**src/rtl/lut_load_ctrl.sv**
```systemverilog
// ---------------------------------------------------------------------------
// lut_load_ctrl
//
// Load sequencer for the four-direction LUT bank (eight dual-port SRAMs that
// are written together). Incoming 32-bit LUT words are packed into even/odd
// pairs and broadcast as one write per pair on data1/data2 and addr1/addr2,
// with LUT_WE pulsed low once per pair. When the last pair has been written,
// SR_start hands the SRAM address ports over to the SR datapath.
//
// Handshake: a word transfers on a rising clk edge where in_valid and
// in_ready are both 1. in_ready is registered and is 1 only while loading.
// in_data is ignored whenever in_valid is 0.
//
// Ports:
//   clk, rst           clock, asynchronous active-high reset
//   start              one-cycle pulse; begins a load (honoured in IDLE/RUN)
//   sr_stop            one-cycle pulse; leaves RUN for IDLE
//   in_valid/in_ready  word handshake, in_data = LUT word (index order)
//   data1/data2        even/odd word of the current pair
//   addr1/addr2        ADDR_OFFSET + 2k / ADDR_OFFSET + 2k + 1 (mod 2^ADDR_W)
//   LUT_WE             SRAM write enable, active-low
//   SR_start           LUT owned by the SR datapath
//   load_done          one-cycle pulse as SR_start rises
//   word_cnt           words accepted in the current load (saturates)
//   checksum           wrapping sum of accepted words
//   state_dbg          current FSM state (debug observation)
//
// Build option: define LUT_CHECKSUM_EN to enable the checksum accumulator;
// otherwise checksum is tied to zero.
// ---------------------------------------------------------------------------
module lut_load_ctrl #(
  parameter int DEPTH       = 3392,
  parameter int ADDR_W      = 12,
  parameter int ADDR_OFFSET = 4
) (
  input  logic              clk,
  input  logic              rst,
  input  logic              start,
  input  logic              sr_stop,
  input  logic              in_valid,
  input  logic [31:0]       in_data,
  output logic              in_ready,
  output logic [31:0]       data1,
  output logic [31:0]       data2,
  output logic [ADDR_W-1:0] addr1,
  output logic [ADDR_W-1:0] addr2,
  output logic              LUT_WE,
  output logic              SR_start,
  output logic              load_done,
  output logic [ADDR_W-1:0] word_cnt,
  output logic [31:0]       checksum,
  output logic [1:0]        state_dbg
);

  typedef enum logic [1:0] {
    S_IDLE  = 2'd0,
    S_LOAD  = 2'd1,
    S_FLUSH = 2'd2,
    S_RUN   = 2'd3
  } state_t;

  localparam logic [ADDR_W-1:0] BASE = ADDR_W'(ADDR_OFFSET);
  localparam logic [ADDR_W-1:0] LAST = ADDR_W'(DEPTH - 1);
  localparam logic [ADDR_W-1:0] FULL = ADDR_W'(DEPTH);

  state_t            state_q, state_d;
  logic [31:0]       hold_q, hold_d;     // even word waiting for its partner
  logic              pend_q, pend_d;     // pair data presented, write due next edge
  logic [ADDR_W-1:0] pair_q, pair_d;     // index k of the next pair to write
  logic              in_ready_d, lut_we_d, sr_start_d, load_done_d;
  logic [31:0]       data1_d, data2_d;
  logic [ADDR_W-1:0] addr1_d, addr2_d, word_cnt_d;
  logic              load_begin;
  logic              xfer;

  assign xfer      = in_valid && in_ready;
  assign state_dbg = state_q;

  always_comb begin
    state_d     = state_q;
    hold_d      = hold_q;
    pend_d      = 1'b0;
    pair_d      = pair_q;
    in_ready_d  = in_ready;
    data1_d     = data1;
    data2_d     = data2;
    addr1_d     = addr1;
    addr2_d     = addr2;
    lut_we_d    = 1'b1;
    sr_start_d  = SR_start;
    load_done_d = 1'b0;
    word_cnt_d  = word_cnt;
    load_begin  = 1'b0;

    // The LUT captures data one cycle before addresses, so the address
    // update and the write strobe trail the data update by one edge.
    if (pend_q) begin
      addr1_d  = BASE + {pair_q[ADDR_W-2:0], 1'b0};
      addr2_d  = addr1_d + ADDR_W'(1);
      lut_we_d = 1'b0;
      pair_d   = pair_q + ADDR_W'(1);
    end

    unique case (state_q)
      S_IDLE: begin
        if (start) begin
          load_begin = 1'b1;
        end
      end
      S_LOAD: begin
        if (xfer) begin
          if (word_cnt != FULL) begin
            word_cnt_d = word_cnt + ADDR_W'(1);
          end
          // word_cnt[0] is the pair phase: even index latches, odd completes.
          if (!word_cnt[0]) begin
            hold_d = in_data;
          end else begin
            data1_d = hold_q;
            data2_d = in_data;
            pend_d  = 1'b1;
          end
          if (word_cnt == LAST) begin
            state_d    = S_FLUSH;
            in_ready_d = 1'b0;
          end
        end
      end
      S_FLUSH: begin
        // LUT_WE low here means the final write completes on this edge.
        if (!LUT_WE) begin
          state_d     = S_RUN;
          sr_start_d  = 1'b1;
          load_done_d = 1'b1;
        end
      end
      S_RUN: begin
        if (sr_stop) begin
          state_d    = S_IDLE;
          sr_start_d = 1'b0;
        end else if (start) begin
          load_begin = 1'b1;
          sr_start_d = 1'b0;
        end
      end
      default: state_d = S_IDLE;
    endcase

    if (load_begin) begin
      state_d    = S_LOAD;
      in_ready_d = 1'b1;
      word_cnt_d = '0;
      pair_d     = '0;
    end
  end

  always_ff @(posedge clk or posedge rst) begin
    if (rst) begin
      state_q   <= S_IDLE;
      hold_q    <= '0;
      pend_q    <= 1'b0;
      pair_q    <= '0;
      in_ready  <= 1'b0;
      data1     <= '0;
      data2     <= '0;
      addr1     <= BASE;
      addr2     <= BASE + ADDR_W'(1);
      LUT_WE    <= 1'b1;
      SR_start  <= 1'b0;
      load_done <= 1'b0;
      word_cnt  <= '0;
    end else begin
      state_q   <= state_d;
      hold_q    <= hold_d;
      pend_q    <= pend_d;
      pair_q    <= pair_d;
      in_ready  <= in_ready_d;
      data1     <= data1_d;
      data2     <= data2_d;
      addr1     <= addr1_d;
      addr2     <= addr2_d;
      LUT_WE    <= lut_we_d;
      SR_start  <= sr_start_d;
      load_done <= load_done_d;
      word_cnt  <= word_cnt_d;
    end
  end

`ifdef LUT_CHECKSUM_EN
  always_ff @(posedge clk or posedge rst) begin
    if (rst) begin
      checksum <= '0;
    end else if (load_begin) begin
      checksum <= '0;
    end else if (xfer) begin
      checksum <= checksum + in_data;
    end
  end
`else
  assign checksum = '0;
`endif

endmodule

```
**config.mk**
```make
export PLATFORM = sky130hd
export DESIGN_NAME = lut_load_ctrl
export DESIGN_NICKNAME = d
export VERILOG_FILES = /design/src/rtl/lut_load_ctrl.sv
export SDC_FILE = /design/constraint.sdc
export NUM_CORES = 1
export LEC_CHECK = 0
export BUFFER_PORTS_ARGS = -buffer_cell sky130_fd_sc_hd__buf_2
export CORE_UTILIZATION = 52
export CTS_CLUSTER_DIAMETER = 40
export DETAILED_ROUTE_END_ITERATION = 16
export PLACE_DENSITY = 0.8
export SYNTH_ARGS = -nofsm -noshare
export SYNTH_HDL_FRONTEND = slang
export SYNTH_SLANG_ARGS = --single-unit
```
**constraint.sdc**
```tcl
create_clock -name clk -period 4.75 [get_ports clk]
set_input_delay 0.2375 -clock clk [delete_from_list [all_inputs] [get_ports clk]]
set_output_delay 0.2375 -clock clk [all_outputs]
set_load 0.03 [all_outputs]
```
==> metrics.yaml, run 1 <==
run_status:
  status: "completed"
synthesis:
  synth_edf_count: 0
  ys_ff_latch: 137
  yosys-top-cells-area: "dfrtp_1, nand2_1, mux2_2"
  synth_flop_cell: "dfrtp_1"
  async_reset_ff_share_pct: 100
  synth_area_per_cell_um2: 10.1
  synth-warning-count: 0
  ys_types: 42
  synth_area_leader_cell: "dfrtp_1"
  syn_area_mm2: 0.00608
  synthCells: 600
  synth.most_common_cell: "nand2_1"
  synthTopCellsByCount: "nand2_1, dfrtp_1, buf_4"
  synth_top_area_share_pct: 55.6
  ys_seq_area_share_pct: 56.5
setup_path:
  worstPathMaxFanout: 71
  r2r_end: "data1[9]"
  cp_top_family: "buffers and inverters"
  crit_required_ps: 5050
  crit_buf_inv: 4
  worstSetupStartpointType: "register"
  path_class: "reg2reg"
  rr_worst_depth: 8
  cp_slowest_cell: "buf_4"
  crit-reg2reg-launch: "state_dbg[1]"
  worstPathArrival_ps: 2880
  end_kind: "register"
  path_cells: "inv_1, ha_1, nand4_4, buf_4, inv_2, buf_4, nand2_1, nand2_1"
  r2r_setup_slack_ps: 2170
  slowest_delay_ps: 590
sta:
  setup_violations: 0
  drv_slew: 0
  worst_pin_slew_ps: 897
  rsz0062_at_grt: "no"
  fmax_mhz: 388
  period_minus_slack_ps: 2580
  hold_violations: 0
  timing.setup.tns_ps: 0
  finalCritPeriodShare_pct: 54.3
  fin_skew_ps: 5.69
  max_slew_margin_pct: 40.2
grt:
  grt_pass1_wl_um: 19700
  grt_pass1_vias: 4239
  grt_use_total_pct: 21.6
  antenna_found_initial: 0
  grt_start_max_net_pins: 74
  grt.overflow.total: 0
clocking:
  cts_resized: 0
  cts_tree: "done"
  cts_buffer_depth: 2
  cts_buffers: 17
  clk_pin_slew_worst_paths_ps: 60
  cts_max_level: 4
  post_cts_buffers: 0
  root_buffer: "clkbuf_16"
  ctsHoldBuffers: 0
  clkSinkCount: 137
  clock_latency_ps: 420
worst_hold_path:
  hp-class: "in2reg"
  min_from: "in_data[30]"
  whs_endpoint: "data2[30]"
  hold_path_depth: 3
place:
  dpl.hpwl_um: 8240
  post_dp_cell_area_mm2: 0.00664
  place_congestion: 0.801
  port_buffers: 140
detailed_routing:
  drc_errors: 0
  initialDrtViolationCount: 259
  drt-wirelength-per-cell_um: 13.9
  dr_total_vias: 4417
  postRouteWirelength_um: 12300
  drtPass1Iterations: 6
  drtAntennaViolNets: 0
  via_per_inst: 5.01
die:
  core_mm2: 0.0114
  row_count: 39
  ios: 175
  start_util_pct: 53.2
  die_area_mm2: 0.0121
  fp.dieW_um: 110
  die_h_um: 110
pwr:
  p_leak_nw: 4.01
  ir_drop_uv: 413
  p_per_area_mw_per_mm2: 628
flow_run:
  cap_violations: 0
final_layout:
  drive_gt1_share_pct: 30.4
  post-route-cell-area_mm2: 0.00724
  antennaDiodeCount: 0
  layout.nets: 770
  syn_to_final_growth_pct: 19.2
==> flip-flops by register name (all words and copies together) (netlist names) <==
name,cells
data2,32
addr2,11
pend_q,1
pair_q,11
LUT_WE,1
load_done,1
word_cnt,12
data1,32
hold_q,32
state_dbg,2
in_ready,1
SR_start,1
==> through the flow <==
step	worst slack, ps	power [mW]	hold WS, ps	util, %	instances
finish	2170	4.54	22.7	63.4	881
global route	2020	4.79	12.6	63.4	881
CTS	2230	4.59	9.31	63.4	881
detailed placement	2240	3.26	452	58.2	849
global placement	2350	3.19	441	58.2	849
floorplan	848	2.87	343	-	632
==> final cells by class <==
type | count | area, µm²
clock buffers | 21 | 480
clock inverters | 11 | 119
fillers | 910 | 4180
inverters | 15 | 58.8
multi-input cells | 410 | 2240
flip-flops and latches | 137 | 3430
well taps | 143 | 179
repair buffers | 144 | 731
==> power by group <==
group          leakage (nW)  switching (mW)  internal [mW]  total (mW)
logic                  1.90           0.950          0.452        1.40
clock network         0.287           0.481          0.825        1.31
registers              1.83           0.276           1.56        1.84
==> how the worst max path moves through the flow <==
stage / end / cells after the start / start
floorplan: SR_start / 1 / rst
global placement: data1[13] / 8 / state_dbg[1]
detailed placement: data2[7] / 8 / state_dbg[1]
CTS: data1[27] / 8 / state_dbg[1]
global route: data1[27] / 8 / state_dbg[1]
finish: data1[9] / 8 / state_dbg[1]
==> tightest hold or removal path, cell delays in order <==
cell,delay (ps)
buf_2,90
nand2_1,40
nand2_1,40
==> cells by family (layout without fill, tap and decap cells) <==
family                   Yosys count  after routing  share of synthesized area (%)
AO/OA/AOI/OAI                     31             31                           3.38
XOR/XNOR                          22             22                           3.17
adder cells (fa/ha/maj)            8              8                           1.65
buffers and inverters             85            191                           8.81
flip-flops                       137            137                           56.5
multiplexers                      38             38                           6.98
other                              2             34                          0.124
AND/OR/NAND/NOR                  277            277                           19.4
==> routing by layer <==
| metal | global-route usage [%] | vias to the layer above | part of all wire [%] |
|---|---|---|---|
| met5 | 0 | - | 0 |
| met4 | 7.52 | 0 | 1.4 |
| li1 | - | 2100 | - |
| met3 | 8.94 | 18 | 7.1 |
| met1 | 25.5 | 2162 | 42 |
| met2 | 35.7 | 137 | 49 |
==> placed cells by master (no fill, tap or decap), drive strengths merged, types with 13 or more instances in the layout <==
cell type    n
a21oi       13
buf        144
clkbuf      21
conb        34
dfrtp      135
inv         16
mux2        35
nand2      202
nor2        34
xnor2       17
(Power assumes the default switching activity.)
==> run 2, diff against run 1 <==
CORE_UTILIZATION = 47   (was 52)
PLACE_DENSITY = 0.76   (was 0.8)
clock period = 2.1 ns   (was 4.75 ns; I/O delays follow)
==> metrics.yaml, run 2 (synthesized netlist as in run 1, its figures left out) <==
die:
  row_count: 41  # +5.1%
  fp.dieW_um: 116  # +5.1%
  start_util_pct: 48.1  # -5.1 points
  die_area_mm2: 0.0134  # +10%
  die_h_um: 116  # +5.1%
  core_mm2: 0.0126  # +11%
  ios: 175  # unchanged
final_layout:
  final_cells: 945  # +7.3%
  drive_gt1_share_pct: 29.0  # -1.4 points
  layout.nets: 807  # +4.8%
  final_common_cell: "nand2_1"
  postLayoutCoreUtil_pct: 60.5  # -2.9 points
  top_regs: "data1 (32), data2 (32), hold_q (32)"
  mostFrequentLayoutCells: "nand2_1, buf_2, dfrtp_1"
  antennaDiodeCount: 0  # unchanged
  syn_to_final_growth_pct: 25.6
grt:
  grt.overflow.total: 0  # unchanged
  grt_pass1_vias: 4666  # +10%
  grt_start_max_net_pins: 138  # +86%
  grt_use_total_pct: 21.2  # -0.48 points
  antenna_found_initial: 0  # unchanged
  grt_pass1_wl_um: 21900  # +11%
detailed_routing:
  drtAntennaViolNets: 0  # unchanged
  postRouteWirelength_um: 13100  # +6.7%
  dr_total_vias: 4617  # +4.5%
  drt-wirelength-per-cell_um: 13.9  # -0.50%
  drc_errors: 0  # unchanged
  initialDrtViolationCount: 358  # +38%
  drtPass1Iterations: 4  # -2
  via_per_inst: 4.89  # -2.6%
worst_hold_path:
  hp-class: "in2reg"
  min_from: "start"
  whs_endpoint: "SR_start"
  hold_path_depth: 4  # +1
pwr:
  power_frac_clock_pct: 27.9  # -0.8 points
  combPwrFrac_pct: 31.6  # +0.7 points
  p_per_area_mw_per_mm2: 1340  # +110%
  pwr-share-seq_pct: 40.5  # about the same
  p_int_mw: 6.42  # +130%
  p_switching_mw: 3.83  # +120%
  switching_share_pct: 37.4  # -0.18 points
  total_power_mw: 10.3  # +130%
  p_leak_nw: 4.17  # +3.9%
  ir_drop_uv: 763  # +85%
sta:
  setup_violations: 0  # unchanged
  hold_violations: 0  # unchanged
  drv_slew: 0  # unchanged
  max_slew_margin_pct: 52.7  # +13 points
  period_minus_slack_ps: 1920  # -657 ps
  finalCritPeriodShare_pct: 91.5  # +37 points
  rsz0062_at_grt: "no"
  worst_pin_slew_ps: 710  # -188 ps
  fin_skew_ps: 12.7  # +6.98 ps
  timing.setup.tns_ps: 0  # unchanged
  fmax_mhz: 520  # +34%
place:
  place_congestion: 0.881  # +10%
  placed_cells: 882  # +3.9%
  dpl.hpwl_um: 8250  # +0.10%
  port_buffers: 140  # unchanged
setup_path:
  end_kind: "register"
  rr_worst_depth: 6  # -2
  crit-reg2reg-launch: "state_dbg[1]"
  worstSetupStartpointType: "register"
  slowest_delay_ps: 410  # -180 ps
  crit_buf_inv: 2  # -2
  path_class: "reg2reg"
  worstPathArrival_ps: 2210  # -670 ps
  cp_top_family: "buffers and inverters"
  crit_required_ps: 2390  # -2660 ps
  r2r_end: "hold_q[2]"
  cp_slowest_cell: "dfrtp_1"
  path_cells: "inv_1, ha_1, nand3_2, nand2b_2, buf_4, mux2_2"
  worstPathMaxFanout: 32  # -55%
  r2r_setup_slack_ps: 180  # -1990 ps
clocking:
  cts_buffers: 17  # unchanged
  cts_max_level: 4  # unchanged
  cts_buffer_depth: 2  # unchanged
  clk_pin_slew_worst_paths_ps: 50  # about the same
  clock_latency_ps: 410  # about the same
  cts_resized: 0  # unchanged
  clkSinkCount: 137  # unchanged
  cts_tree: "done"
  root_buffer: "clkbuf_16"
run_status:
  status: "completed"
flow_run:
  cap_violations: 0  # unchanged
[run 2: cell types whose count changed in the layout (fill, tap and decap cells not counted)]
| cell | change |
|---|---|
| inv_4 | -1 |
| clkinv_4 | +1 |
| clkbuf_1 | +2 |
| clkinvlp_4 | -2 |
| dlygate4sd3_1 | +33 |
| clkbuf_8 | -1 |
| buf_12 | +2 |
| inv_6 | -1 |
| buf_4 | +2 |
[run 2: cell type report]
cell class / instances / area (µm²)
Fill cell: 1007 / 4990
Timing Repair Buffer: 181 / 1120
Multi-Input combinational cell: 410 / 2240
Tap cell: 172 / 215
Clock inverter: 8 / 96.3
Inverter: 15 / 60.1
Sequential cell: 137 / 3430
Clock buffer: 22 / 474
[run 2: layer usage]
layer	global-route usage [%]	routed length (µm)	up-vias
li1	-	-	2167
met1	25.4	5560	2253
met2	36.2	6610	177
met3	5.49	737	20
met4	8.97	196	0
met5	0	0	-
[run 2: worst max-delay path by stage]
stage,start,end,slack [ps],cells after the start
5_1_grt,state_dbg[1],hold_q[8],60,6
2_1_floorplan,word_cnt[0],word_cnt[4],240,6
3_5_place_dp,state_dbg[1],hold_q[26],160,6
6_report,state_dbg[1],hold_q[2],180,6
3_3_place_gp,state_dbg[1],hold_q[20],260,6
4_1_cts,state_dbg[1],hold_q[5],160,6
[run 2: through the flow]
stage | instance area, µm² | setup WS (ps) | hold slack [ps]
floorplan | 6200 | 237 | 210
global placement | 6730 | 258 | 315
detailed placement | 6730 | 163 | 321
CTS | 7630 | 157 | 27.5
global route | 7630 | 64.6 | 59.6
finish | 7630 | 178 | 49.4
[run 2: power by group through the flow]
stage          Combinational [mW]  Clock, mW  Sequential (mW)
2_1_floorplan                1.39          0             5.11
3_3_place_gp                 3.11          0             4.11
3_5_place_dp                 3.20          0             4.17
4_1_cts                      3.26       2.94             4.15
5_1_grt                      3.52       3.04             4.28
6_report                     3.24       2.86             4.16
[run 2: repair_timing]
action,CTS,global route
endpoints found under the setup margin,0,0
hold buffers,33,0
setup buffers,0,0
hold endpoints to repair,199,0
[run 2: worst register-to-register path, cell delays in order, from the launching register on]
cell	delay (ps)
dfrtp_1	410
inv_1	90
ha_1	250
nand3_2	120
nand2b_2	140
buf_4	390
mux2_2	400
==> run 3, diff against run 2 <==
REMOVE_ABC_BUFFERS = 1   (was default)
==> metrics.yaml, run 3 (synthesized netlist as in run 1, its figures left out) <==
detailed_routing:
  drtAntennaViolNets: 0  # unchanged
  drtPass1Iterations: 4  # unchanged
  dr_total_vias: 4565  # -1.1%
  initialDrtViolationCount: 211  # -41%
  drt-wirelength-per-cell_um: 13.7  # -1.4%
  postRouteWirelength_um: 13000  # -1.0%
  via_per_inst: 4.81  # -1.5%
  drc_errors: 0  # unchanged
setup_path:
  cp_top_family: "buffers and inverters"
  path_cells: "inv_1, ha_1, nand3_2, nand2b_2, buf_4, mux2_2"
  crit_required_ps: 2390  # about the same
  crit_buf_inv: 2  # unchanged
  cp_slowest_cell: "dfrtp_1"
  worstPathArrival_ps: 2230  # +20 ps
  slowest_delay_ps: 420  # about the same
  end_kind: "register"
  worstSetupStartpointType: "register"
  worstPathMaxFanout: 32  # unchanged
  path_class: "reg2reg"
worst_hold_path:
  hp-class: "in2reg"
clocking:
  clk_pin_slew_worst_paths_ps: 60  # about the same
  clkSinkCount: 137  # unchanged
  clock_latency_ps: 410  # about the same
  cts_buffers: 17  # unchanged
  cts_tree: "done"
  cts_buffer_depth: 2  # unchanged
  root_buffer: "clkbuf_16"
  cts_max_level: 4  # unchanged
sta:
  hold_violations: 0  # unchanged
  worst_pin_slew_ps: 576  # -133 ps
  whs_ps: 55.3  # +5.92 ps
  drv_slew: 0  # unchanged
  max_slew_margin_pct: 61.6  # +8.9 points
  fin_skew_ps: 11.7  # -0.957 ps
  finalCritPeriodShare_pct: 92.5  # +1.0 points
  period_minus_slack_ps: 1940  # +21.5 ps
  setup_violations: 0  # unchanged
  fmax_mhz: 515  # -1.1%
  rsz0062_at_grt: "no"
final_layout:
  top_regs: "data1 (32), data2 (32), hold_q (32)"
  drive_gt1_share_pct: 29.5  # +0.49 points
  postLayoutCoreUtil_pct: 61.1  # +0.59 points
  final_common_cell: "nand2_1"
  fillers: 1040  # +3.3%
  layout.nets: 809  # +0.25%
  mostFrequentLayoutCells: "nand2_1, buf_2, dfrtp_1"
  antennaDiodeCount: 0  # unchanged
  syn_to_final_growth_pct: 26.9
flow_run:
  cap_violations: 0  # unchanged
die:
  start_util_pct: 48.1  # unchanged
  die_area_mm2: 0.0134  # unchanged
  fp.dieW_um: 116  # unchanged
  ios: 175  # unchanged
  die_h_um: 116  # unchanged
  core_mm2: 0.0126  # unchanged
  row_count: 41  # unchanged
grt:
  grt_pass1_wl_um: 21400  # -2.6%
  antenna_found_initial: 0  # unchanged
  grt_use_total_pct: 20.9  # -0.22 points
  grt_pass1_vias: 4388  # -6.0%
  grt.overflow.total: 0  # unchanged
  grt_start_max_net_pins: 66  # -52%
pwr:
  combPwrFrac_pct: 31.1  # -0.5 points
  switching_share_pct: 38.2  # +0.87 points
  p_switching_mw: 4.00  # +4.3%
  p_per_area_mw_per_mm2: 1360  # +0.91%
  power_frac_clock_pct: 29.1  # +1.2 points
  pwr-share-seq_pct: 39.9  # -0.6 points
  ir_drop_uv: 818  # +7.1%
  p_int_mw: 6.45  # +0.50%
  p_leak_nw: 4.20  # +0.85%
place:
  port_buffers: 140  # unchanged
  place_congestion: 0.831  # -5.6%
  dpl.hpwl_um: 8380  # +1.5%
run_status:
  status: "completed"
run 3: cell types whose count changed in the layout (fill, tap and decap cells not counted), moves of 2 or more:
cell and delta:
clkbuf_1 -2, inv_6 +6, clkinv_4 +3, clkinv_2 -4
run 3: repair_timing:
action,in CTS,in global routing
gates resized for setup,0,1
hold buffers,34,0
buffers inserted,0,0
endpoints found under the hold margin,124,0
endpoints found under the setup margin,0,5
run 3: final cells by class:
class | count | area, µm² | share of cell area (%)
Sequential cell | 137 | 3430 | 44.5
Multi-Input combinational cell | 410 | 2240 | 29.1
Timing Repair Buffer | 183 | 1150 | 14.9
Clock buffer | 19 | 453 | 5.88
Tap cell | 172 | 215 | 2.79
Clock inverter | 13 | 158 | 2.05
Inverter | 15 | 61.3 | 0.795
run 3: power groups by stage:
stage	logic, mW	clock network [mW]	registers, mW
final	3.25	3.04	4.17
after global routing	3.53	3.21	4.28
after CTS	3.26	3.11	4.16
after detailed placement	3.21	0	4.17
after global placement	3.10	0	4.11
after floorplan	1.09	0	5.25
run 3: worst paths after layout:
path	to	from	cells after the start	slack, ps
max	hold_q[1]	state_dbg[1]	6	160
min	SR_start	sr_stop	4	60
max reg2reg	hold_q[1]	state_dbg[1]	6	160
min reg2reg	data1[3]	hold_q[3]	2	460
max in group asynchronous	pair_q[9]	rst	4	1160
min in group asynchronous	addr2[6]	rst	3	300
run 3: layer usage:
layer  up-vias  wire length (µm)  track usage, %
met1      2227              5570            25.9
met3        13               856            6.75
met5         -                 0               0
li1       2178                 -               -
met2       147              6400            34.5
met4         0               144            7.78
run 3: per-stage QoR:
| step | setup WS, ps | area [µm²] | instances | power (mW) | setup TNS (ps) |
|---|---|---|---|---|---|
| final | 157 | 7710 | 949 | 10.5 | 0 |
| after global routing | 68.0 | 7710 | 949 | 11.0 | 0 |
| after CTS | 138 | 7700 | 949 | 10.5 | 0 |
| after detailed placement | 142 | 6750 | 883 | 7.38 | 0 |
| after global placement | 250 | 6750 | 883 | 7.21 | 0 |
| after floorplan | -1670 | 5720 | 562 | 6.33 | -321900 |
run 3: worst register-to-register path: cells and delay by family, from the launching register on:
kind | cells | cell delay, ps
flops | 1 | 420
buf+inv | 2 | 470
mux | 1 | 420
fa+ha+maj | 1 | 260
simple gates | 2 | 250
